File: config.mk
export PLATFORM = sky130hd
export DESIGN_NAME = mem_arbiter
export DESIGN_NICKNAME = d
export VERILOG_FILES = /design/src/rtl/mem_arbiter.sv
export SDC_FILE = /design/constraint.sdc
export NUM_CORES = 1
export LEC_CHECK = 0
export BUFFER_PORTS_ARGS = -buffer_cell sky130_fd_sc_hd__buf_2
export CAP_MARGIN = 15
export CELL_PAD_IN_SITES_DETAIL_PLACEMENT = 0
export CELL_PAD_IN_SITES_GLOBAL_PLACEMENT = 1
export CORE_MARGIN = 2
export CORE_UTILIZATION = 32
export DETAILED_ROUTE_END_ITERATION = 8
export PLACE_DENSITY_LB_ADDON = 0.1
export SLEW_MARGIN = 10
export SYNTH_ARGS = -nofsm -noshare
export SYNTH_HDL_FRONTEND = slang
export SYNTH_SLANG_ARGS = --single-unit
File: constraint.sdc
create_clock -name clk -period 4.76 [get_ports clk]
set_input_delay 1.428 -clock clk [delete_from_list [all_inputs] [get_ports clk]]
set_output_delay 1.428 -clock clk [all_outputs]
set_load 0.01 [all_outputs]
File: src/rtl/mem_arbiter.sv
// Two-requester data-memory arbiter: pipeline port vs debug port, one access in flight.
// Define ARB_ROUND_ROBIN_EN for alternating tie-break; otherwise the CPU always wins ties.
module mem_arbiter #(
  parameter int unsigned MEM_LAT = 1
) (
  input  logic        clk,
  input  logic        reset,
  input  logic        cpu_req,
  input  logic        cpu_wr,
  input  logic [31:0] cpu_addr,
  input  logic [31:0] cpu_wdata,
  input  logic [2:0]  cpu_size,
  input  logic        dbg_req,
  input  logic        dbg_wr,
  input  logic [31:0] dbg_addr,
  input  logic [31:0] dbg_wdata,
  input  logic [2:0]  dbg_size,
  output logic        cpu_done,
  output logic        dbg_done,
  output logic [31:0] rdata,
  output logic        stall,
  output logic        mem_wr_en,
  output logic        mem_rd_en,
  output logic [31:0] mem_addr,
  output logic [31:0] mem_wdata,
  output logic [2:0]  mem_size,
  input  logic [31:0] mem_rdata
);

  typedef enum logic [1:0] {
    IDLE,
    CPU_ACC,
    DBG_ACC,
    RESP
  } state_t;

  localparam logic [3:0] LAT_M1 = 4'(MEM_LAT - 1);

  state_t      state_q, state_d;
  logic [3:0]  cnt_q, cnt_d;
  logic        wr_q, wr_d;
  logic [31:0] addr_q, addr_d;
  logic [31:0] wdata_q, wdata_d;
  logic [2:0]  size_q, size_d;
  logic        own_dbg_q, own_dbg_d;
  logic        pick_dbg;

`ifdef ARB_ROUND_ROBIN_EN
  logic last_dbg_q, last_dbg_d;

  // On a tie, grant whoever did not win the previous grant.
  assign pick_dbg = dbg_req & (~cpu_req | ~last_dbg_q);

  always_comb begin
    last_dbg_d = last_dbg_q;
    if (state_q == IDLE && (cpu_req | dbg_req)) begin
      last_dbg_d = pick_dbg;
    end
  end

  always_ff @(posedge clk or posedge reset) begin
    if (reset) begin
      last_dbg_q <= 1'b1;
    end else begin
      last_dbg_q <= last_dbg_d;
    end
  end
`else
  assign pick_dbg = dbg_req & ~cpu_req;
`endif

  always_comb begin
    state_d   = state_q;
    cnt_d     = cnt_q;
    wr_d      = wr_q;
    addr_d    = addr_q;
    wdata_d   = wdata_q;
    size_d    = size_q;
    own_dbg_d = own_dbg_q;
    cpu_done  = 1'b0;
    dbg_done  = 1'b0;
    rdata     = '0;
    mem_wr_en = 1'b0;
    mem_rd_en = 1'b0;
    mem_addr  = '0;
    mem_wdata = '0;
    mem_size  = '0;
    unique case (state_q)
      IDLE: begin
        if (cpu_req | dbg_req) begin
          state_d   = pick_dbg ? DBG_ACC : CPU_ACC;
          cnt_d     = '0;
          own_dbg_d = pick_dbg;
          wr_d      = pick_dbg ? dbg_wr : cpu_wr;
          addr_d    = pick_dbg ? dbg_addr : cpu_addr;
          wdata_d   = pick_dbg ? dbg_wdata : cpu_wdata;
          size_d    = pick_dbg ? dbg_size : cpu_size;
        end
      end
      CPU_ACC, DBG_ACC: begin
        mem_wr_en = (cnt_q == 4'd0) & wr_q;
        mem_rd_en = (cnt_q == 4'd0) & ~wr_q;
        mem_addr  = addr_q;
        mem_wdata = wdata_q;
        mem_size  = size_q;
        if (cnt_q == LAT_M1) begin
          state_d = RESP;
        end else begin
          cnt_d = cnt_q + 4'd1;
        end
      end
      RESP: begin
        cpu_done = ~own_dbg_q;
        dbg_done = own_dbg_q;
        rdata    = wr_q ? 32'd0 : mem_rdata;
        state_d  = IDLE;
      end
      default: state_d = IDLE;
    endcase
  end

  assign stall = cpu_req & ~cpu_done;

  always_ff @(posedge clk or posedge reset) begin
    if (reset) begin
      state_q   <= IDLE;
      cnt_q     <= '0;
      wr_q      <= 1'b0;
      addr_q    <= '0;
      wdata_q   <= '0;
      size_q    <= '0;
      own_dbg_q <= 1'b0;
    end else begin
      state_q   <= state_d;
      cnt_q     <= cnt_d;
      wr_q      <= wr_d;
      addr_q    <= addr_d;
      wdata_q   <= wdata_d;
      size_q    <= size_d;
      own_dbg_q <= own_dbg_d;
    end
  end

endmodule

==> out/qor.csv, run 1 <==
metric,value,unit
post-route ant nets,0,
clock sinks,75,
Initial Util,0.326,
slowest cell delay on critical path,0.82,ns
GRT overflow,0,
later-pin clock latency in the skew report,0.33,ns
max_slew headroom,0.395,
I/O Pins,276,
drt drc,0,
clock transition at the registers of the reported paths,0.06,ns
Post-CTS Resized,0,
hold crit path type,flop to flop,
die height,120,um
switch share,0.395,
DP Area,0.00577,mm2
fin util,0.464,
"slowest stage cell, crit path",ha_2,
root buf cell,clkbuf_16,
placed insts,887,
maximum VDD drop,249,uV
sequential power share,0.299,
CP max FO,53,
Mapped Nets,642,
IO Port Bufs,275,
vias in the first global route,3989,
Slew @ Worst Pin,0.908,ns
Max Buffers Root-to-Sink,2,
Power Density,595,mW/mm2
largest net degree at the start of global routing,137,
Synth Instances,466,
CTS buffer count,9,
synthesis-stage register bit count,75,
nets@finish,898,
initial antenna violation count,0,
Total Routing Usage GR,0.169,
clock network fraction of design power,0.195,
synth unique cells,30,
leading area contributor after synthesis,dfrtp_1,
Worst Path Arrival,2.31,ns
status,finished clean,
Non-Filler Instances,902,
final setup violation count,0,
"most common cell after layout, fill and taps aside",buf_2,
Post-synth ARST share,1.00,
max-cap viol count,0,
Vias,4050,
vias per cell,4.49,
crit path launch type,flop,
endpoints failing hold,0,
most frequent cells in the layout,"275 x buf_2, 100 x and2_1, 75 x dfrtp_1",
CTS tree,yes,
Ys Warns,0,
sequential share of the synthesized area,0.439,
area delta synth->final,42.4,%
CP Data Required Time,3.33,ns
crit-path leading delay family,adder cells,
Fmax,0.268,GHz
share of the synthesized area in the top cell type,0.439,
"EDFF count, synth",0,
Main synth FF type,dfrtp_1,
leading post-synthesis cells by cell area,"dfrtp_1 44%, mux2i_1 16%, and2_1 15%",
post-route setup TNS,0,ns
Mapped Area,0.00428,mm2
minimum clock period after layout,3.73,ns
first-pass GRT wire length,19.2,mm
row count,42,
dpl hpwl,9.11,mm
drt pass-1 iters,4,
final worst path period share,0.784,
kind of critical path,flop to output pin,
CTS Hold Bufs,0,
RSZ-0062 raised after global routing,no,
share of layout cells above drive strength 1,0.415,
filler instances,1342,
DRT Wirelength,12.1,mm
RePlAce Congestion,0.742,
Lkg Pwr,0.00326,uW
crit path buf inv count,3,
Post-CTS Setup Bufs,0,
H-tree Lvls,3,
crit path cell chain,inv_1 > ha_2 > buf_4 > and2_1 > buf_2,
Avg WL per Cell,13.5,um
P_sw,1430,uW
logic gate share of total power,0.506,
"Design Area, Final",0.00609,mm2
Worst Skew,0.00361,ns
syn avg cell area,9.18,um2
Die ar.,0.0143,mm2
hold slack,0.474,ns
ant diodes,0,
final-report max-slew violation count,0,
initial drt markers,134,
core box area,0.0131,mm2
Crit. End Element,output pin,
Die Wd,120,um
Internal Power,2190,uW
## final cells by class
| cell class | count | area, um2 | area share |
|---|---|---|---|
| Clock buffer | 14 | 284 | 0.0466 |
| Inverter | 5 | 20.0 | 0.00329 |
| Sequential cell | 75 | 1880 | 0.308 |
| Timing Repair Buffer | 281 | 1430 | 0.235 |
| Clock inverter | 1 | 30.0 | 0.00493 |
| Multi-Input combinational cell | 350 | 2220 | 0.365 |
| Tap cell | 176 | 220 | 0.0362 |
## stage by stage
stage / total power (uW) / worst slack [ns]
6_report: 3620 / 1.03
5_1_grt: 3940 / 0.797
4_1_cts: 3690 / 0.876
3_5_place_dp: 2970 / 1.22
3_3_place_gp: 2940 / 1.38
2_1_floorplan: 2240 / 1.42
## per-layer routing
| metal | vias to the layer above | track usage | share of wire |
|---|---|---|---|
| met1 | 1840 | 0.194 | 0.40 |
| li1 | 2055 | - | - |
| met3 | 12 | 0.0413 | 0.064 |
| met5 | - | 0 | 0 |
| met2 | 143 | 0.309 | 0.52 |
| met4 | 0 | 0.0522 | 0.014 |
## worst min-delay path, stage by stage (launching register included)
cell and delay (ns):
dfrtp_1 0.33, nand2_1 0.05, o21ai_1 0.06
## worst paths after layout
kind,start,endpoint,slack (ns),cells after the start
worst max-delay path,state_q[1]$_DFFE_PP0P_,mem_addr[29],1.03,5
worst min-delay path,wdata_q[22]$_DFFE_PP0P_,wdata_q[22]$_DFFE_PP0P_,0.47,2
worst max register to register,state_q[1]$_DFFE_PP0P_,cnt_q[2]$_DFFE_PP0P_,2.41,6
worst min register to register,wdata_q[22]$_DFFE_PP0P_,wdata_q[22]$_DFFE_PP0P_,0.47,2
max in group asynchronous,reset,addr_q[19]$_DFFE_PP0P_,2.62,3
min in group asynchronous,reset,size_q[0]$_DFFE_PP0P_,1.25,2
## registers in the layout, summed over array words and instances (netlist names)
| signal | count |
|---|---|
| addr_q | 32 |
| wdata_q | 32 |
| size_q | 3 |
| own_dbg_q | 1 |
| cnt_q | 4 |
| state_q | 2 |
| wr_q | 1 |
## logic make-up (layout without fill, tap and decap cells)
kind of cell	Yosys count	count (layout)	share of synthesized area
flip-flops	75	75	0.439
AO/OA/AOI/OAI	81	81	0.0989
buffers and inverters	41	301	0.0459
AND/OR/NAND/NOR	197	197	0.246
multiplexers	68	68	0.159
adder cells (fa/ha/maj)	4	4	0.0117
## power groups by stage
stage | clock network, uW | registers [uW] | logic [uW]
final | 707 | 1080 | 1830
after global routing | 760 | 1120 | 2060
after CTS | 726 | 1090 | 1880
after detailed placement | 0 | 1100 | 1870
after global placement | 0 | 1090 | 1850
after floorplan | 0 | 1040 | 1200
## cells in the mapped netlist, drive strengths merged, types with 3 or more instances
library cell / count
a21oi: 3
and2: 100
buf: 11
clkbuf: 25
dfrtp: 75
ha: 4
inv: 5
mux2i: 68
nand2: 74
nand3: 6
nor2b: 6
o21ai: 73
(Power assumes the default switching activity.)
==> run 2, diff against run 1 <==
Settings changed: ABC_AREA set to 1, CORE_UTILIZATION 32 to 28.
Clock period 4.76 ns to 3.6 ns, I/O delays scaled along.
==> out/qor.csv, run 2 <==
metric,value,unit,change
CTS tree,yes,,unchanged
vias in the first global route,4591,,was 3989
final-report max-slew violation count,0,,unchanged
final worst path period share,0.856,,
reg2reg start,state_q[1]$_DFFE_PP0P_,,unchanged
kind of critical path,flop to output pin,,unchanged
core box area,0.0151,mm2,was 0.0131 mm2
GRT overflow,0,,unchanged
Fmax,0.324,GHz,
M2 GR Usage,0.292,,was 0.309
root buf cell,clkbuf_16,,unchanged
Critical Path End,mem_rd_en,,was mem_addr[29]
CTS Hold Bufs,0,,unchanged
Mapped Nets,826,,was 642
Post-CTS Resized,0,,unchanged
Worst Path Arrival,2.00,ns,was 2.31 ns
Mapped Area,0.00434,mm2,was 0.00428 mm2
hold slack,0.483,ns,was 0.474 ns
I/O Pins,276,,unchanged
"EDFF count, synth",0,,unchanged
initial drt markers,266,,was 134
CTS buffer count,9,,unchanged
max-cap viol count,0,,unchanged
Vias,4904,,was 4050
leading area contributor after synthesis,dfrtp_1,,unchanged
Die ar.,0.0165,mm2,was 0.0143 mm2
synth cell count leaders,"159 x nand2_1, 113 x inv_1, 109 x nor2_1",,"was 100 x and2_1, 75 x dfrtp_1, 74 x nand2_1"
crit path from,state_q[1]$_DFFE_PP0P_,,unchanged
Lkg Pwr,0.00394,uW,was 0.00326 uW
vias per cell,4.46,,was 4.49
endpoints failing hold,0,,unchanged
Top Registers,"addr_q: 32 flops, wdata_q: 32 flops, cnt_q: 4 flops",,unchanged
Die Wd,128,um,was 120 um
drt drc,0,,unchanged
first-pass GRT wire length,23.4,mm,was 19.2 mm
CP max FO,26,,was 53
dpl ws,0.827,ns,was 1.22 ns
later-pin clock latency in the skew report,0.34,ns,was 0.33 ns
Initial Util,0.286,,was 0.326
nets@finish,1083,,was 898
leading post-synthesis cells by cell area,"dfrtp_1 43%, nand2_1 14%, inv_1 9.8%",,"was dfrtp_1 44%, mux2i_1 16%, and2_1 15%"
r2r worst-path depth,8,,was 6
largest net degree at the start of global routing,76,,was 137
syn avg cell area,6.67,um2,was 9.18 um2
most frequent cells in the layout,"275 x buf_2, 158 x nand2_1, 112 x inv_1",,"was 275 x buf_2, 100 x and2_1, 75 x dfrtp_1"
max_slew headroom,0.549,,was 0.395
synthesis-stage register bit count,75,,unchanged
setup ws final,0.518,ns,was 1.03 ns
Max Buffers Root-to-Sink,2,,unchanged
status,finished clean,,unchanged
cell with the most instances after synthesis,nand2_1,,was and2_1
M3 GR Usage,0.0503,,was 0.0413
r2r endpoint,cnt_q[3]$_DFFE_PP0P_,,was cnt_q[2]$_DFFE_PP0P_
IO Port Bufs,275,,unchanged
final setup violation count,0,,unchanged
Total Power,5170,uW,was 3620 uW
Synth Instances,650,,was 466
row count,45,,was 42
post-route setup TNS,0,ns,unchanged
post-route ant nets,0,,unchanged
H-tree Lvls,3,,unchanged
maximum VDD drop,293,uV,was 249 uV
sequential share of the synthesized area,0.433,,was 0.439
clock sinks,75,,unchanged
die height,128,um,was 120 um
Crit. End Element,output pin,,unchanged
minimum clock period after layout,3.08,ns,
Post-CTS Setup Bufs,0,,unchanged
clock transition at the registers of the reported paths,0.06,ns,about the same
Ys Warns,0,,unchanged
area delta synth->final,42.6,%,was 42.4%
Avg WL per Cell,13.7,um,was 13.5 um
dpl hpwl,10.8,mm,was 9.11 mm
ant diodes,0,,unchanged
share of the synthesized area in the top cell type,0.433,,was 0.439
Main synth FF type,dfrtp_1,,unchanged
flop-to-flop setup slack,1.37,ns,was 2.41 ns
Non-Filler Instances,1100,,was 902
placed insts,1084,,was 887
hold crit path type,flop to flop,,unchanged
Total Routing Usage GR,0.179,,was 0.169
Slew @ Worst Pin,0.674,ns,was 0.908 ns
RePlAce Congestion,0.784,,was 0.742
DRT Wirelength,15.0,mm,was 12.1 mm
Power Density,836,mW/mm2,was 595 mW/mm2
CP Data Required Time,2.52,ns,was 3.33 ns
GR Util met1,0.238,,was 0.194
gr busiest metal,met2,,unchanged
crit path launch type,flop,,unchanged
Worst Skew,0.00731,ns,was 0.00361 ns
drt pass-1 iters,4,,unchanged
synth unique cells,21,,was 30
"most common cell after layout, fill and taps aside",buf_2,,unchanged
Post-synth ARST share,1.00,,unchanged
RSZ-0062 raised after global routing,no,,unchanged
initial antenna violation count,0,,unchanged
share of layout cells above drive strength 1,0.339,,was 0.415
run 2: cell count changes in the layout (fill, tap and decap cells not counted), moves of 4 or more:
| cell | previous run | this run |
|---|---|---|
| inv_1 | 4 | 112 |
| nor2_1 | 2 | 109 |
| and2_1 | 100 | 0 |
| nand2_1 | 74 | 158 |
| mux2i_1 | 68 | 0 |
| o21ai_0 | 10 | 78 |
| nor2b_1 | 4 | 0 |
run 2: metal layers:
metal,part of all wire,vias to the layer above
li1,-,2479
met1,0.45,2242
met2,0.47,170
met3,0.067,13
met4,0.0092,0
met5,0,-
run 2: power by group:
group	switching [uW]	leakage, uW	internal (uW)
Sequential	217	0.000921	1250
Combinational	1720	0.00287	1050
Clock	352	0.000153	573
Total	2290	0.00394	2880
run 2: cell families after synthesis:
kind of cell	count (synthesis)	synth area share
AOI/OAI and AO/OA	141	0.164
xor gates and xnor gates	1	0.00202
adders and majority gates	4	0.0115
buffers and inverters	153	0.145
DFF	75	0.433
and+or+nand+nor	276	0.245
run 2: critical path, cell delays in order, from the launching register on:
cell and delay (ns):
dfrtp_1 0.36, inv_1 0.05, ha_2 0.67, nand3_1 0.27
nor2_1 0.15, buf_2 0.15
run 2: cell type report:
cell class / instances / area, um2
Inverter: 114 / 429
Timing Repair Buffer: 285 / 1500
Tap cell: 188 / 235
Clock buffer: 12 / 256
Clock inverter: 4 / 48.8
Fill cell: 1641 / 8960
Sequential cell: 75 / 1880
Multi-Input combinational cell: 422 / 1840
run 2: how the worst min path moves through the flow:
stage | cells after the start | to | start | slack [ns]
floorplan | 2 | addr_q[15]$_DFFE_PP0P_ | addr_q[15]$_DFFE_PP0P_ | 0.45
CTS | 2 | size_q[2]$_DFFE_PP0P_ | size_q[2]$_DFFE_PP0P_ | 0.49
detailed placement | 2 | size_q[2]$_DFFE_PP0P_ | size_q[2]$_DFFE_PP0P_ | 0.47
finish | 2 | size_q[2]$_DFFE_PP0P_ | size_q[2]$_DFFE_PP0P_ | 0.48
global placement | 2 | addr_q[15]$_DFFE_PP0P_ | addr_q[15]$_DFFE_PP0P_ | 0.47
global route | 2 | size_q[2]$_DFFE_PP0P_ | size_q[2]$_DFFE_PP0P_ | 0.51
run 2: stage by stage:
| step | area [um2] | util |
|---|---|---|
| final | 6190 | 0.409 |
| after global routing | 6190 | 0.409 |
| after CTS | 6190 | 0.409 |
| after detailed placement | 5880 | 0.388 |
| after global placement | 5880 | 0.388 |
| after floorplan | 4340 | - |
==> run 3, diff against run 2 <==
--- a/config.mk
+++ b/config.mk
@@ -14,4 +14,5 @@
 export CORE_UTILIZATION = 28
 export DETAILED_ROUTE_END_ITERATION = 8
+export HOLD_SLACK_MARGIN = 0.15
 export PLACE_DENSITY_LB_ADDON = 0.1
 export SLEW_MARGIN = 10
==> constraint.sdc (replaced) <==
create_clock -name clk -period 3.6 [get_ports clk]
set_input_delay 0.72 -clock clk [delete_from_list [all_inputs] [get_ports clk]]
set_output_delay 0.72 -clock clk [all_outputs]
set_load 0.01 [all_outputs]
==> out/qor.csv, run 3 (synthesis results as in run 2) <==
metric,value,unit,change
status,finished clean,,unchanged
vias per cell,4.39,,was 4.46
row count,45,,unchanged
Vias,4821,,was 4904
Post-CTS Resized,0,,unchanged
drt pass-1 iters,4,,unchanged
Die ar.,0.0165,mm2,unchanged
top sig layer,met4,,unchanged
CP max FO,36,,was 26
max-cap viol count,0,,unchanged
final setup violation count,0,,unchanged
Crit. End Element,output pin,,unchanged
P_sw,2280,uW,was 2290 uW
DRT Wirelength,15.0,mm,about the same
max_slew headroom,0.350,,was 0.549
Post-CTS Setup Bufs,0,,unchanged
flop-to-flop setup slack,1.42,ns,was 1.37 ns
switch share,0.440,,was 0.443
later-pin clock latency in the skew report,0.34,ns,about the same
Top Registers,"addr_q: 32 flops, wdata_q: 32 flops, cnt_q: 4 flops",,unchanged
Worst Path Arrival,2.23,ns,was 2.00 ns
crit path launch type,flop,,unchanged
Initial Util,0.286,,unchanged
drt drc,0,,unchanged
Power Density,837,mW/mm2,was 836 mW/mm2
logic gate share of total power,0.525,,was 0.537
GRT overflow,0,,unchanged
I/O Pins,276,,unchanged
minimum clock period after layout,2.95,ns,was 3.08 ns
clock transition at the registers of the reported paths,0.06,ns,about the same
final worst path period share,0.820,,was 0.856
post-route ant nets,0,,unchanged
CTS tree,yes,,unchanged
vias in the first global route,4494,,was 4591
final-report max-slew violation count,0,,unchanged
Lkg Pwr,0.00394,uW,about the same
initial drt markers,307,,was 266
largest net degree at the start of global routing,72,,was 76
Internal Power,2910,uW,was 2880 uW
WL met2,7.16,mm,was 7.10 mm
RePlAce Congestion,0.779,,was 0.784
placed insts,1082,,was 1084
sequential power share,0.284,,about the same
M1 WL,6.75,mm,was 6.79 mm
Die Wd,128,um,unchanged
Non-Filler Instances,1099,,was 1100
dpl hpwl,10.6,mm,was 10.8 mm
Total Routing Usage GR,0.177,,was 0.179
nets@finish,1082,,was 1083
CTS Hold Bufs,0,,unchanged
IO Port Bufs,275,,unchanged
RSZ-0062 raised after global routing,no,,unchanged
Fmax,0.339,GHz,was 0.324 GHz
"Design Area, Final",0.00620,mm2,was 0.00619 mm2
H-tree Lvls,3,,unchanged
CP Data Required Time,2.88,ns,was 2.52 ns
DP Area,0.00584,mm2,was 0.00588 mm2
kind of critical path,flop to output pin,,unchanged
CTS buffer count,9,,unchanged
endpoints failing hold,0,,unchanged
hold slack,0.337,ns,was 0.483 ns
filler instances,1634,,was 1641
Slew @ Worst Pin,0.972,ns,was 0.674 ns
Worst Skew,0.00472,ns,was 0.00731 ns
Max Buffers Root-to-Sink,2,,unchanged
maximum VDD drop,407,uV,was 293 uV
initial antenna violation count,0,,unchanged
Avg WL per Cell,13.7,um,about the same
root buf cell,clkbuf_16,,unchanged
hold crit path type,input pin to asynchronous set/reset pin,,was flop to flop
clock sinks,75,,unchanged
"most common cell after layout, fill and taps aside",buf_2,,unchanged
post-route setup TNS,0,ns,unchanged
core box area,0.0151,mm2,unchanged
area delta synth->final,42.9,%,was 42.6%
die height,128,um,unchanged
most frequent cells in the layout,"275 x buf_2, 158 x nand2_1, 112 x inv_1",,unchanged
clock network fraction of design power,0.192,,was 0.179
ant diodes,0,,unchanged
first-pass GRT wire length,23.0,mm,was 23.4 mm
share of layout cells above drive strength 1,0.338,,was 0.339
met3 WL,964,um,was 1.01 mm
## run 3: changes by cell type in the layout (fill, tap and decap cells not counted), sizes merged
cell and change:
clkinvlp +1, clkinv -2, buf -1, bufinv +1
## run 3: routing by layer
| layer | vias up | global-route usage |
|---|---|---|
| met1 | 2182 | 0.227 |
| met3 | 13 | 0.0462 |
| met5 | - | 0 |
| met2 | 152 | 0.295 |
| met4 | 0 | 0.0478 |
| li1 | 2474 | - |
## run 3: final cells by class
cell class	count	area [um2]	area share
tap	188	235	0.0379
multi-input combinational	422	1840	0.297
inverter	114	429	0.0692
sequential	75	1880	0.303
timing repair buffer	284	1490	0.240
clock inverter	4	72.6	0.0117
clock buffer	12	256	0.0414
## run 3: final timing paths
check | startpoint | to | cells past startpoint
worst max-delay path | state_q[0]$_DFFE_PP0P_ | mem_wdata[10] | 6
worst min-delay path | reset | wdata_q[24]$_DFFE_PP0P_ | 2
worst max register to register | state_q[0]$_DFFE_PP0P_ | cnt_q[0]$_DFFE_PP0P_ | 7
worst min register to register | addr_q[8]$_DFFE_PP0P_ | addr_q[8]$_DFFE_PP0P_ | 2
max in group asynchronous | reset | own_dbg_q$_DFFE_PP0P_ | 4
min in group clk | addr_q[8]$_DFFE_PP0P_ | addr_q[8]$_DFFE_PP0P_ | 2
## run 3: power by group through the flow
| stage | Combinational (uW) | Clock, uW | Sequential [uW] |
|---|---|---|---|
| floorplan | 1770 | 0 | 1420 |
| CTS | 2770 | 1020 | 1470 |
| detailed placement | 2760 | 0 | 1480 |
| global route | 3100 | 1060 | 1520 |
| global placement | 2720 | 0 | 1480 |
| finish | 2720 | 995 | 1470 |
## run 3: per-stage QoR
stage | util | power, uW | setup WS, ns
3_3_place_gp | 0.386 | 4200 | 1.05
2_1_floorplan | - | 3190 | 0.970
6_report | 0.409 | 5190 | 0.648
5_1_grt | 0.409 | 5690 | 0.462
4_1_cts | 0.407 | 5260 | 0.626
3_5_place_dp | 0.386 | 4240 | 0.991
## run 3: critical path, stage by stage (launching register included)
cell     delay, ns
dfrtp_1       0.38
inv_1         0.06
ha_2          0.83
buf_4         0.35
nand2_1       0.09
inv_1         0.06
buf_2         0.12
